===== config.mk =====
export PLATFORM = sky130hd
export DESIGN_NAME = icache_refill_unit
export DESIGN_NICKNAME = d
export VERILOG_FILES = /design/src/rtl/icache_refill_unit.sv
export SDC_FILE = /design/constraint.sdc
export NUM_CORES = 1
export LEC_CHECK = 0
export CORE_AREA = 2 2 166 168
export CTS_BUF_LIST = sky130_fd_sc_hd__clkbuf_4
export CTS_CLUSTER_DIAMETER = 200
export DETAILED_ROUTE_END_ITERATION = 8
export DIE_AREA = 0 0 168 170
export GPL_TIMING_DRIVEN = 0
export HOLD_SLACK_MARGIN = 0.1
export PLACE_DENSITY = 0.87
export RECOVER_POWER = 50
export SYNTH_ARGS = -nofsm -noshare
export SYNTH_HDL_FRONTEND = slang
export SYNTH_SLANG_ARGS = --single-unit

===== constraint.sdc =====
create_clock -name clk -period 1.5 [get_ports clk]
set_input_delay 0.15 -clock clk [delete_from_list [all_inputs] [get_ports clk]]
set_output_delay 0.15 -clock clk [all_outputs]
set_load 0.05 [all_outputs]

===== src/rtl/icache_refill_unit.sv =====
// Single-outstanding instruction-cache miss handler: latches the miss and victim way,
// fetches the line beat by beat into a line buffer, then installs data and tag in one write.
module icache_refill_unit #(
   parameter  int DEPTH       = 256,
   parameter  int WAY_NUM     = 4,
   parameter  int PADDR_WIDTH = 32,
   parameter  int LINE_BYTES  = 32,
   parameter  int DATA_WIDTH  = 64,
   localparam int SET_WIDTH   = $clog2(DEPTH),
   localparam int WAY_WIDTH   = $clog2(WAY_NUM),
   localparam int OFF_WIDTH   = $clog2(LINE_BYTES),
   localparam int TAG_WIDTH   = PADDR_WIDTH - SET_WIDTH - OFF_WIDTH,
   localparam int LINE_WIDTH  = LINE_BYTES * 8,
   localparam int BEATS       = LINE_WIDTH / DATA_WIDTH
) (
   input  logic                   clk,
   input  logic                   rst,
   input  logic                   miss_valid,
   input  logic [PADDR_WIDTH-1:0] miss_addr,
   output logic                   miss_ready,
   input  logic [WAY_WIDTH-1:0]   miss_way,
   input  logic                   flush,
   output logic                   req_valid,
   input  logic                   req_ready,
   output logic [PADDR_WIDTH-1:0] req_addr,
   input  logic                   rsp_valid,
   input  logic [DATA_WIDTH-1:0]  rsp_data,
   output logic                   wr_en,
   output logic [SET_WIDTH-1:0]   wr_idx,
   output logic [WAY_WIDTH-1:0]   wr_way,
   output logic [TAG_WIDTH-1:0]   wr_tag,
   output logic [LINE_WIDTH-1:0]  wr_data,
   output logic                   refill_done
);

   localparam int                    CNT_WIDTH = $clog2(BEATS);
   localparam int                    LINE_AW   = PADDR_WIDTH - OFF_WIDTH;
   localparam logic [CNT_WIDTH-1:0]  LAST_CNT  = CNT_WIDTH'(BEATS - 1);

   typedef enum logic [2:0] {
      S_IDLE,
      S_REQ,
      S_FILL,
      S_WRITE,
      S_DRAIN
   } state_t;

   state_t                               state_q, state_d;
   logic [LINE_AW-1:0]                   line_q;
   logic [WAY_WIDTH-1:0]                 way_q;
   logic [CNT_WIDTH-1:0]                 cnt_q;
   logic [BEATS-1:0][DATA_WIDTH-1:0]     buf_q;

   logic accept;
   logic last_beat;
   logic count_beat;
   logic store_beat;
   logic unused_off;

   // Byte offset of the miss is irrelevant: the whole line is refilled.
   assign unused_off = ^miss_addr[OFF_WIDTH-1:0];

   assign accept     = (state_q == S_IDLE) && miss_valid && !flush;
   assign last_beat  = (cnt_q == LAST_CNT);
   assign count_beat = rsp_valid && ((state_q == S_FILL) || (state_q == S_DRAIN));
   assign store_beat = rsp_valid && !flush && (state_q == S_FILL);

   always_ff @(posedge clk) begin
      if (rst) begin
         state_q <= S_IDLE;
      end else begin
         state_q <= state_d;
      end
   end

   // A flush on the final beat leaves nothing to drain, so it returns straight to idle.
   always_comb begin
      state_d = state_q;
      unique case (state_q)
         S_IDLE: begin
            if (miss_valid && !flush) state_d = S_REQ;
         end
         S_REQ: begin
            if (req_ready)  state_d = flush ? S_DRAIN : S_FILL;
            else if (flush) state_d = S_IDLE;
         end
         S_FILL: begin
            if (flush)                       state_d = (rsp_valid && last_beat) ? S_IDLE : S_DRAIN;
            else if (rsp_valid && last_beat) state_d = S_WRITE;
         end
         S_DRAIN: begin
            if (rsp_valid && last_beat) state_d = S_IDLE;
         end
         S_WRITE: state_d = S_IDLE;
         default: state_d = S_IDLE;
      endcase
   end

   always_comb begin
      miss_ready  = 1'b0;
      req_valid   = 1'b0;
      wr_en       = 1'b0;
      refill_done = 1'b0;
      case (state_q)
         S_IDLE:  miss_ready = 1'b1;
         S_REQ:   req_valid  = 1'b1;
         S_WRITE: begin
            wr_en       = 1'b1;
            refill_done = 1'b1;
         end
         default: ;
      endcase
   end

   // Beat counter saturates at the last beat so it never wraps inside one refill.
   always_ff @(posedge clk) begin
      if (rst) begin
         line_q <= '0;
         way_q  <= '0;
         cnt_q  <= '0;
         buf_q  <= '0;
      end else begin
         if (accept) begin
            line_q <= miss_addr[PADDR_WIDTH-1:OFF_WIDTH];
            way_q  <= miss_way;
            cnt_q  <= '0;
         end else if (count_beat && !last_beat) begin
            cnt_q  <= cnt_q + CNT_WIDTH'(1);
         end
         if (store_beat) buf_q[cnt_q] <= rsp_data;
      end
   end

   assign req_addr = {line_q, {OFF_WIDTH{1'b0}}};
   assign wr_idx   = line_q[SET_WIDTH-1:0];
   assign wr_tag   = line_q[LINE_AW-1:SET_WIDTH];
   assign wr_way   = way_q;
   assign wr_data  = buf_q;

`ifndef SYNTHESIS
   // Memory must not return beats while no line request is outstanding.
   assert property (@(posedge clk) disable iff (rst)
      !(rsp_valid && ((state_q == S_IDLE) || (state_q == S_REQ))))
      else $error("icache_refill_unit: response beat with no outstanding request");
`endif

endmodule


== Yosys cells after proc, flatten, opt, wreduce, memory -nomap -nowiden ==
Cells that the tools add are included.

* Bits in latches: 0
* Bits in writable memories: 0
* Bits of input ports: 104
* Memories kept: 0
* Bits in registers: 290
* Bits in read-only memories: 0
* Output and inout port bits: 321
* Logic and storage cells: 50

* Reductions and logical operators: 15
* Eq/ne operators: 9
* Bitwise logic cells: 0
* Add/sub/neg operators: 1
* Multipliers: 0
* Order comparisons: 2
* Shifts and indexed selects: 0
* Divide/modulo/power cells: 0
* Multiplexer cells: 15

{| class="wikitable"
|+ Operators by type and width
! cell !! count
|-
| $bwmux 256 || 1
|-
| $demux 64 s2 || 1
|-
| $mux 64 || 1
|-
| $mux 3 || 8
|-
| $pmux 3 s4 || 1
|-
| $logic_and 1x1->1 || 9
|-
| $eq 3x2->1 const B || 2
|-
| $ne 2x1->1 const B || 2
|-
| $reduce_and 4->1 || 1
|-
| $eq 3x1->1 const B || 1
|-
| $eq 3x3->1 const B || 1
|-
| $logic_not 3->1 || 1
|-
| $lt 2x3->1 const B || 1
|-
| $mux 1 || 3
|-
| $ne 3x2->1 const B || 1
|-
| $ne 3x3->1 const B || 1
|-
| $add 2x1->2 const B || 1
|-
| $eq 2x2->1 const B || 1
|-
| $ge 2x1->1 const B || 1
|-
| $logic_not 1->1 || 2
|-
| $reduce_or 2->1 || 1
|-
| $logic_or 1x1->1 || 1
|}

== Longest topological paths before layout ==
Gate-level depths: netlist of run 1.

* Word-level depth: 5
* Gate-level depth with buffers: 7
* Depth with buffers taken out: 5

== Worst setup path after synthesis of run 1 ==
OpenSTA, ideal clock, no wires.

* Path kind: reg2reg
* Start: register state_q[2]
* End: register line_q[16]
* Buffers on the path: 3
* Path slack: -0.993 ns
* Data required time: 1.368 ns
* Period minus slack after synthesis: 2.493 ns
* Setup time: 0.132 ns
* Arrival: 2.361 ns
* Cell stages (with the launch flop): 8
* Path through: dfxtp_1 buf_2 nor3_1 nand2_1 buf_2 clkbuf_1 nand2_1 a21oi_1

* Longest elaborated chain between the ends: 3

{| class="wikitable"
|+ RTL lines
! item !! RTL line !! source
|-
| start, declared || 48 || <nowiki>state_t state_q, state_d;</nowiki>
|-
| start signal, assigned || 72 || <nowiki>state_q <= state_d;</nowiki>
|-
| $logic_not 3->1 || 63 || <nowiki>assign accept = (state_q == S_IDLE) && miss_valid && !flush;</nowiki>
|-
| $logic_and 1x1->1 (2 in series) || 63 ||
|-
| end signal, assigned || 124 || <nowiki>line_q <= miss_addr[PADDR_WIDTH-1:OFF_WIDTH];</nowiki>
|-
| end, declared || 49 || <nowiki>logic [LINE_AW-1:0] line_q;</nowiki>
|}

No other way between the ends.
A chain may end at the register's enable or synchronous reset.

== Final worst setup path of run 1 ==
* Start: register state_q[2]
* End: register buf_q, in the netlist wr_data[42]

* Longest elaborated chain between the ends: 2

{| class="wikitable"
|+ RTL lines
! item !! RTL line !! source
|-
| $eq 3x2->1 || 66 || <nowiki>assign store_beat = rsp_valid && !flush && (state_q == S_FILL);</nowiki>
|-
| $logic_and 1x1->1 || 66 ||
|-
| end signal, assigned by index || 130 || <nowiki>if (store_beat) buf_q[cnt_q] <= rsp_data;</nowiki>
|-
| end, declared || 52 || <nowiki>logic [BEATS-1:0][DATA_WIDTH-1:0] buf_q;</nowiki>
|}

No other way between the ends.

==> impl_metrics.tcl, run 1 <==
set metrics [dict create \
    synth_top_family_by_area "simple AND/OR/NAND/NOR gates" \
    grt_max_degree 11 \
    netlist_instances 1321 \
    grt_pass1_vias 11500 \
    gp_congestion 0.863 \
    synth_seq_cells 290 \
    pre_cts_ws_ns -0.950 \
    rows 60 \
    clkSlewWorstSetupHoldPaths_ns 0.07 \
    die_width_um 168 \
    cts_root_buffer "clkbuf_4" \
    drt-total-wl_um 44100 \
    hp-class "input pin to flip-flop" \
    drive_above_1_share 0.370 \
    ir_worst_vdd_mv 0.853 \
    r2r_slack_ns -0.37 \
    io_buffers 412 \
    pwr_density_cell_nw_per_um2 1060 \
    violations "setup timing" \
    nFillCells 2091 \
    drt_iter0_markers 670 \
    layout.cells.non_filler 2284 \
    synth_area_um2 10500 \
    synth-simple-area-share 0.220 \
    rr_worst_depth 9 \
    finalHoldViolations 0 \
    rsz0062_at_grt "yes" \
    power_leakage_uw 0.00724 \
    maxSlewViolCount 0 \
    syn_to_final_growth_pct 60.2 \
    fin_crit_ns 1.87 \
    htreeDepth 3 \
    crit_required_ns 2.09 \
    vias_per_cell 5.18 \
    grt_pass1_wl_um 62200 \
    core_um2 26700 \
    maxCapViolations 0 \
    wl_per_cell_um 19.3 \
    stdcell_area_um2 16900 \
    power_uw 17900 \
    synth-compound-area-share 0.142 \
    yosysSeqAreaShare 0.551 \
    worst_pin_slew_ns 0.922 \
    dr.pass1.iters 5 \
    place_inst 2078 \
    gr-total-overflow 0 \
    worst_setup_path_end_kind "flip-flop" \
    grt_antenna_before_repair 1 \
    grtUsageTotal 0.280 \
    fin_nets 2002 \
    run_status "complete, but fails checks" \
    multi_input_area_um2 4650 \
    start_util 0.396 \
    cts_buffers 76 \
    yosys_warnings 0 \
    ys_types 31 \
    io_pins 425 \
    cts_tree "done" \
    path_max_fanout 7 \
    utilization 0.634 \
    drcViolationCount 0 \
    fin_ws_ns -0.374 \
    dpl_cell_area_um2 15200 \
    fmax_mhz 534 \
    synth_fa_ha_area_frac 0.00475 \
    hold_depth 3 \
    fp.dieH_um 170 \
    antenna_left 0 \
    dpl.hpwl_um 28300 \
    dieArea_um2 28600 \
    min_period_over_period 1.25 \
    vias 11800 \
    cts_sinks 290 \
    worstPathArrival_ns 2.46 \
    synth_xor_xnor_area_share 0.00166 \
    ff_latch_area_um2 5830 \
    relSlewSlack 0.385 \
    critPathLaunchType "flip-flop" \
    syn_area_per_cell_um2 7.98 \
    finalSetupViolCount 298 \
    clk_latency_ns 0.68 \
    crit_type "flip-flop to flip-flop" \
    muxShareOfSynthArea 0.000949 \
    cts_buffer_depth 3 \
    clock_skew_ns 0.0463 \
]
-- worst max-delay path, cell delays in order, from the launching register on --
cell and delay (ns):
dfxtp_2 0.33, buf_6 0.11, nor4b_4 0.31, buf_4 0.21, and3_4 0.21, buf_12 0.15
buf_12 0.13, clkbuf_16 0.13, nand2_1 0.05, a21oi_1 0.14
-- power by group --
group	internal [uW]	switching, uW	total, uW
logic	1100	1750	2850
registers	7830	113	7950
clock network	3850	3220	7080
-- final timing paths --
kind	start	end
worst min register to register	wr_data[31]$_SDFFE_PP0P_	wr_data[31]$_SDFFE_PP0P_
worst max-delay path	state_q[2]$_SDFFE_PP0P_	wr_data[42]$_SDFFE_PP0P_
worst max register to register	state_q[2]$_SDFFE_PP0P_	wr_data[42]$_SDFFE_PP0P_
worst min-delay path	rsp_data[16]	wr_data[208]$_SDFFE_PP0P_
-- layout by cell type (no fill, tap or decap), types with 34 or more instances in the layout --
cell and count:
a21oi_1 194, a21oi_2 93, buf_2 231, buf_4 74, buf_6 47, clkbuf_1 34
clkbuf_4 117, clkdlybuf4s50_1 96, dfxtp_1 277, nand2_1 530, nand2_4 37
-- cell families (layout without fill, tap and decap cells) --
| group | Yosys count | count (layout) |
|---|---|---|
| fa+ha+maj | 4 | 4 |
| flops | 290 | 290 |
| buf+inv | 132 | 748 |
| xor+xnor | 2 | 2 |
| other cells | 1 | 7 |
| simple gates | 597 | 597 |
| compound gates | 294 | 294 |
| mux | 1 | 1 |
-- metrics by stage --
stage,TNS [ns],hold slack (ns)
CTS,-82.77,0.101
finish,-75.21,0.167
floorplan,-7.57,0.240
detailed placement,-219.38,0.446
global placement,-210.36,0.441
global route,-99.26,0.125
-- sequential cells by signal (all words and copies together) (netlist names) --
register  flops
cnt_q         2
state_q       3
wr_data     256
wr_way        2
line_q       27
-- cell type report --
type,count,area share
antenna,2,0.000296
buffer,123,0.0670
clock buffer,110,0.0489
clock inverter,15,0.00837
inverter,4,0.00111
multi-input combinational,903,0.275
sequential,290,0.345
tap,341,0.0253
timing repair buffer,496,0.229
-- synth_stat cells --
master / n / area share
a2111oi_0: 2 / 0.0017
a211o_1: 1 / 0.00083
a21oi_1: 287 / 0.14
and2_0: 1 / 0.00059
and3_1: 4 / 0.0024
buf_2: 9 / 0.0043
buf_4: 34 / 0.024
buf_6: 28 / 0.030
clkbuf_1: 57 / 0.020
conb_1: 1 / 0.00036
dfxtp_1: 290 / 0.55
ha_1: 4 / 0.0047
inv_1: 4 / 0.0014
mux2i_1: 1 / 0.00095
nand2_1: 574 / 0.20
nand2b_1: 1 / 0.00059
nand3_1: 2 / 0.00095
nand3_2: 3 / 0.0028
nand3b_1: 1 / 0.00071
nor2_1: 1 / 0.00036
nor2b_1: 2 / 0.0012
nor3_1: 4 / 0.0019
nor3b_1: 2 / 0.0014
nor4b_4: 1 / 0.0023
o211ai_1: 1 / 0.00071
o21ai_0: 1 / 0.00047
o22a_1: 1 / 0.00083
o41ai_1: 1 / 0.00083
or2_2: 1 / 0.00059
xnor2_1: 1 / 0.00083
xor2_1: 1 / 0.00083
-- per-layer routing --
metal	part of all wire	global-route usage	vias up	wire [um]
li1	-	-	5424	-
met1	0.36	0.292	5603	15900
met2	0.50	0.498	637	22100
met3	0.079	0.0753	168	3470
met4	0.060	0.186	0	2640
met5	0	0	-	0
-- what timing repair did --
item                                   4_1_cts  5_1_grt
pin swaps                                    8       43
gates resized for setup                   1677      185
hold buffers                                33        0
setup endpoints to repair                  572      418
buffers inserted                            28        7
endpoints found under the hold margin       40        0
gates cloned                                 6       11
Power figures use the tool's default switching activity.
==> inputs of run 2 (changes only) <==
==> config.mk (replaced) <==
export PLATFORM = sky130hd
export DESIGN_NAME = icache_refill_unit
export DESIGN_NICKNAME = d
export VERILOG_FILES = /design/src/rtl/icache_refill_unit.sv
export SDC_FILE = /design/constraint.sdc
export NUM_CORES = 1
export LEC_CHECK = 0
export CELL_PAD_IN_SITES_DETAIL_PLACEMENT = 1
export CELL_PAD_IN_SITES_GLOBAL_PLACEMENT = 2
export CORE_AREA = 2 2 222 224
export CTS_BUF_LIST = sky130_fd_sc_hd__clkbuf_4
export CTS_CLUSTER_DIAMETER = 200
export DETAILED_ROUTE_END_ITERATION = 8
export DIE_AREA = 0 0 224 226
export GPL_TIMING_DRIVEN = 0
export HOLD_SLACK_MARGIN = 0.1
export PLACE_DENSITY = 0.88
export SYNTH_ARGS = -nofsm -noshare
export SYNTH_HDL_FRONTEND = slang
export SYNTH_SLANG_ARGS = --single-unit
==> impl_metrics.tcl, run 2 (synthesized netlist as in run 1, its figures left out) <==
set metrics [dict create \
    dpl.hpwl_um 33800 \
    final_common_cell "nand2_1" \
    gp_congestion 0.792 \
    dieArea_um2 50600 \
    worstPathArrival_ns 1.83 \
    fin_nets 2153 \
    crit_required_ns 1.35 \
    cts_buffer_depth 3 \
    utilization 0.468 \
    largest_reg_flops 256 \
    worst_setup_path_end_kind "primary output" \
    fin_ws_ns -0.478 \
    vias_per_cell 4.59 \
    core_um2 48300 \
    dr.pass1.iters 5 \
    crit_top_cell "buf_8" \
    final.setup.tns_ns -116.43 \
    cts_root_buffer "clkbuf_4" \
    cts_tree "done" \
    io_buffers 412 \
    rsz0062_at_grt "yes" \
    fp.dieH_um 226 \
    cp_cell_sequence "buf_8, nor3b_4, buf_6, buf_8" \
    grt_antenna_before_repair 3 \
    path_max_fanout 7 \
    p_sw_uw 5710 \
    syn_to_final_growth_pct 115 \
    finalHoldViolations 0 \
    cts_buffers 84 \
    power_frac_comb 0.174 \
    hold_depth 4 \
    crit_type "flip-flop to primary output" \
    final_cell_mix "nand2_1 (429), buf_8 (277), dfxtp_2 (231)" \
    grtUsageTotal 0.210 \
    cp_slowest_cell "dfxtp_4" \
    cpPeakStageDelay_ns 0.35 \
    io_pins 425 \
    drt-total-wl_um 59600 \
    gr-total-overflow 0 \
    maxSlewViolCount 0 \
    grt_pass1_vias 13300 \
    p_clk_frac 0.399 \
    ir_worst_vdd_mv 0.464 \
    wl_per_cell_um 21.9 \
    htreeDepth 3 \
    grt_max_degree 11 \
    relSlewSlack 0.280 \
    violations "setup timing" \
    clkSlewWorstSetupHoldPaths_ns 0.07 \
    finalSetupViolCount 374 \
    clk_latency_ns 0.83 \
    worst_pin_slew_ns 1.08 \
    drcViolationCount 0 \
    start_util 0.218 \
    hp-class "input pin to flip-flop" \
    clock_skew_ns 0.0475 \
    critPathLaunchType "flip-flop" \
    maxCapViolations 0 \
    fmax_mhz 506 \
    min_period_over_period 1.32 \
    rows 81 \
    power_leakage_uw 0.00899 \
    pwr_density_cell_nw_per_um2 828 \
    grt_pass1_wl_um 80400 \
    die_width_um 224 \
    cts_sinks 290 \
    fin_crit_ns 1.98 \
    crit_family "buffers and inverters" \
    drive_above_1_share 0.549 \
    rr_worst_depth 9 \
    antenna_left 0 \
    cp.depth 4 \
    crit_buf_inv 3 \
    drt_iter0_markers 456 \
    power_frac_seq 0.426 \
    sw_frac_of_total 0.305 \
    vias 12500 \
    run_status "complete, but fails checks" \
    p_int_uw 13000 \
]
run 2: cell types whose count changed in the layout (fill, tap and decap cells not counted), sizes merged:
cell | before | now
dlygate4sd3 | 33 | 96
clkdlybuf4s18 | 0 | 1
clkdlybuf4s15 | 1 | 0
bufinv | 3 | 0
inv | 4 | 5
clkbuf | 199 | 191
buf | 381 | 462
dlygate4sd2 | 19 | 41
clkinv | 10 | 17
clkinvlp | 2 | 0
run 2: layout make-up:
cell class,count,area (um2)
flip-flops and latches,290,6150
inverters,4,20.0
clock buffers,125,938
plain buffers,120,1280
fillers,5269,25700
diodes,2,5.00
well taps,622,778
clock inverters,18,71.3
repair buffers,642,8210
multi-input cells,903,5190
run 2: stage by stage:
step	cell area (um2)	total power, uW	std cells	hold slack (ns)	worst slack (ns)
2_1_floorplan	10700	9530	1325	0.240	-0.152
3_3_place_gp	15600	10500	2359	0.442	-1.10
3_5_place_dp	15600	10600	2359	0.446	-1.16
4_1_cts	21000	18700	2702	0.125	-0.576
5_1_grt	22600	19600	2726	0.179	-0.599
6_report	22600	18700	2726	0.222	-0.478
run 2: layer usage:
metal | global-route usage | wire length [um] | vias up
li1 | - | - | 5738
met1 | 0.225 | 22100 | 6163
met2 | 0.380 | 31500 | 450
met3 | 0.0623 | 3590 | 152
met4 | 0.0981 | 2390 | 2
met5 | 0 | 13 | -
run 2: what timing repair did:
action / 4_1_cts / 5_1_grt
hold endpoints to repair: 283 / 0
cloned: 21 / 18
buffers inserted: 89 / 10
setup endpoints to repair: 576 / 605
hold buffers: 96 / 0
pin swaps: 26 / 71
gates resized for setup: 2569 / 413
run 2: worst register-to-register path: cells and delay by family, from the launching register on:
| family | cells | cell delay [ns] |
|---|---|---|
| DFF | 1 | 0.35 |
| AOI/OAI and AO/OA | 1 | 0.18 |
| buffers and inverters | 5 | 0.69 |
| and+or+nand+nor | 3 | 0.64 |
run 2: path summary, 6_finish.rpt:
check	slack, ns	endpoint	startpoint
worst max-delay path	-0.48	wr_en	state_q[2]$_SDFFE_PP0P_
worst min-delay path	0.22	state_q[2]$_SDFFE_PP0P_	flush
worst max register to register	-0.46	wr_data[238]$_SDFFE_PP0P_	state_q[2]$_SDFFE_PP0P_
worst min register to register	0.45	wr_data[78]$_SDFFE_PP0P_	wr_data[78]$_SDFFE_PP0P_
run 2: power by group through the flow:
stage,sequential [uW],clock (uW),combinational [uW]
after CTS,7960,7600,3160
after global placement,8080,0,2460
after detailed placement,8080,0,2480
after global routing,8000,8180,3410
after floorplan,8400,0,1140
final,7990,7480,3270
==> inputs of run 3 (changes only) <==
--- a/config.mk
+++ b/config.mk
@@ -14,6 +14,7 @@
 export DIE_AREA = 0 0 224 226
 export GPL_TIMING_DRIVEN = 0
 export HOLD_SLACK_MARGIN = 0.1
+export MAX_ROUTING_LAYER = met4
 export PLACE_DENSITY = 0.88
 export SYNTH_ARGS = -nofsm -noshare
 export SYNTH_HDL_FRONTEND = slang
==> impl_metrics.tcl, run 3 (synthesized netlist as in run 1, its figures left out) <==
set metrics [dict create \
    drt-met1-wl_um 22500 \
    crit_family "buffers and inverters" \
    die_width_um 224 \
    path_max_fanout 7 \
    rsz0062_at_grt "yes" \
    fmax_mhz 505 \
    fin_ws_ns -0.479 \
    clock_skew_ns 0.0510 \
    run_status "complete, but fails checks" \
    crit_type "flip-flop to primary output" \
    hp-class "input pin to flip-flop" \
    relSlewSlack 0.239 \
    routed-wl-met2_um 31300 \
    largest_reg_flops 256 \
    fp.dieH_um 226 \
    drt-total-wl_um 59900 \
    grt_max_degree 11 \
    crit_required_ns 1.35 \
    clkSlewWorstSetupHoldPaths_ns 0.07 \
    vias_per_cell 4.60 \
    cpPeakStageDelay_ns 0.35 \
    r2r_start "state_q[2]$_SDFFE_PP0P_" \
    dr.pass1.iters 5 \
    maxSlewViolCount 0 \
    antenna_left 0 \
    maxCapViolations 0 \
    r2r_slack_ns -0.48 \
    grt_antenna_before_repair 3 \
    worst_pin_slew_ns 1.14 \
    layout.cells.non_filler 2727 \
    ir_worst_vdd_mv 0.476 \
    wl_per_cell_um 22.0 \
    power_leakage_uw 0.00905 \
    drcViolationCount 0 \
    fin_crit_ns 1.98 \
    pwr_density_cell_nw_per_um2 823 \
    min_period_over_period 1.32 \
    cts_buffer_depth 3 \
    dpl_cell_area_um2 15600 \
    clk_latency_ns 0.82 \
    pre_cts_ws_ns -1.16 \
    violations "setup timing" \
    grt_pass1_wl_um 80300 \
    start_util 0.218 \
    min_from "flush" \
    final_cell_mix "nand2_1 (408), buf_8 (273), dfxtp_2 (229)" \
    rows 81 \
    grtUsageTotal 0.217 \
    gp_congestion 0.803 \
    final.setup.tns_ns -117.22 \
    cts_buffers 84 \
    htreeDepth 3 \
    top_layer "met4" \
    critPathLaunchType "flip-flop" \
    place_inst 2359 \
    finalHoldViolations 0 \
    core_um2 48300 \
    syn_to_final_growth_pct 116 \
    dr_wl_met3_um 3440 \
    cts_sinks 290 \
    crit_top_cell "buf_8" \
    cp_cell_sequence "buf_8, nor3b_4, buf_6, buf_8" \
    dieArea_um2 50600 \
    drive_above_1_share 0.560 \
    gr-total-overflow 0 \
    final_common_cell "nand2_1" \
    cts_root_buffer "clkbuf_4" \
    grt_pass1_vias 13300 \
    worst_setup_path_end_kind "primary output" \
    dpl.hpwl_um 33800 \
    fin_nets 2153 \
    finalSetupViolCount 370 \
    drt_iter0_markers 491 \
    crit_buf_inv 3 \
    worstPathArrival_ns 1.83 \
    io_buffers 412 \
    vias 12500 \
    stdcell_area_um2 22700 \
    io_pins 425 \
    cp_slowest_cell "dfxtp_4" \
    crit_start "state_q[2]$_SDFFE_PP0P_" \
    cts_tree "done" \
]
run 3: changes by cell type in the layout (fill, tap and decap cells not counted), moves of 4 or more:
cell / delta
a21oi_1: -4
a21oi_2: +4
buf_8: -4
nand2_1: -21
nand2_2: +16
nand2_4: +5
run 3: through the flow:
stage | util | power, uW | hold slack, ns
2_1_floorplan | - | 9530 | 0.240
3_3_place_gp | 0.323 | 10500 | 0.442
3_5_place_dp | 0.323 | 10600 | 0.446
4_1_cts | 0.435 | 18700 | 0.125
5_1_grt | 0.471 | 19600 | 0.197
6_report | 0.471 | 18700 | 0.214
run 3: where the power goes:
part           switching, uW  internal [uW]
sequential               165           7830
clock                   3680           3770
combinational           1850           1440
total                   5690          13000
run 3: layout make-up:
type | instances | area, um2
Clock inverter | 18 | 71.3
Fill cell | 5255 | 25600
Antenna cell | 3 | 7.51
Timing Repair Buffer | 642 | 8210
Clock buffer | 125 | 938
Buffer | 120 | 1280
Multi-Input combinational cell | 903 | 5290
Inverter | 4 | 20.0
Tap cell | 622 | 778
Sequential cell | 290 | 6150
run 3: repair_timing:
action | CTS | global route
endpoints found under the hold margin | 283 | 0
resized for setup | 2569 | 444
setup buffers | 89 | 9
pin swaps | 26 | 82
gates cloned | 21 | 19
endpoints found under the setup margin | 576 | 605
hold buffers | 96 | 0
run 3: final timing paths:
kind                              endpoint  cells past startpoint
setup reg to reg  wr_data[11]$_SDFFE_PP0P_                     10
hold reg to reg   wr_data[78]$_SDFFE_PP0P_                      2
hold / removal     state_q[2]$_SDFFE_PP0P_                      4
setup / recovery                     wr_en                      4
run 3: tightest hold or removal path, stage by stage:
cell	delay (ns)
clkdlybuf4s50_1	0.57
inv_1	0.12
a211o_1	0.10
a21oi_1	0.05
run 3: layer usage:
| layer | GRT usage | vias to the layer above |
|---|---|---|
| li1 | - | 5733 |
| met4 | 0.0985 | 0 |
| met3 | 0.0580 | 166 |
| met5 | - | - |
| met1 | 0.227 | 6154 |
| met2 | 0.381 | 481 |
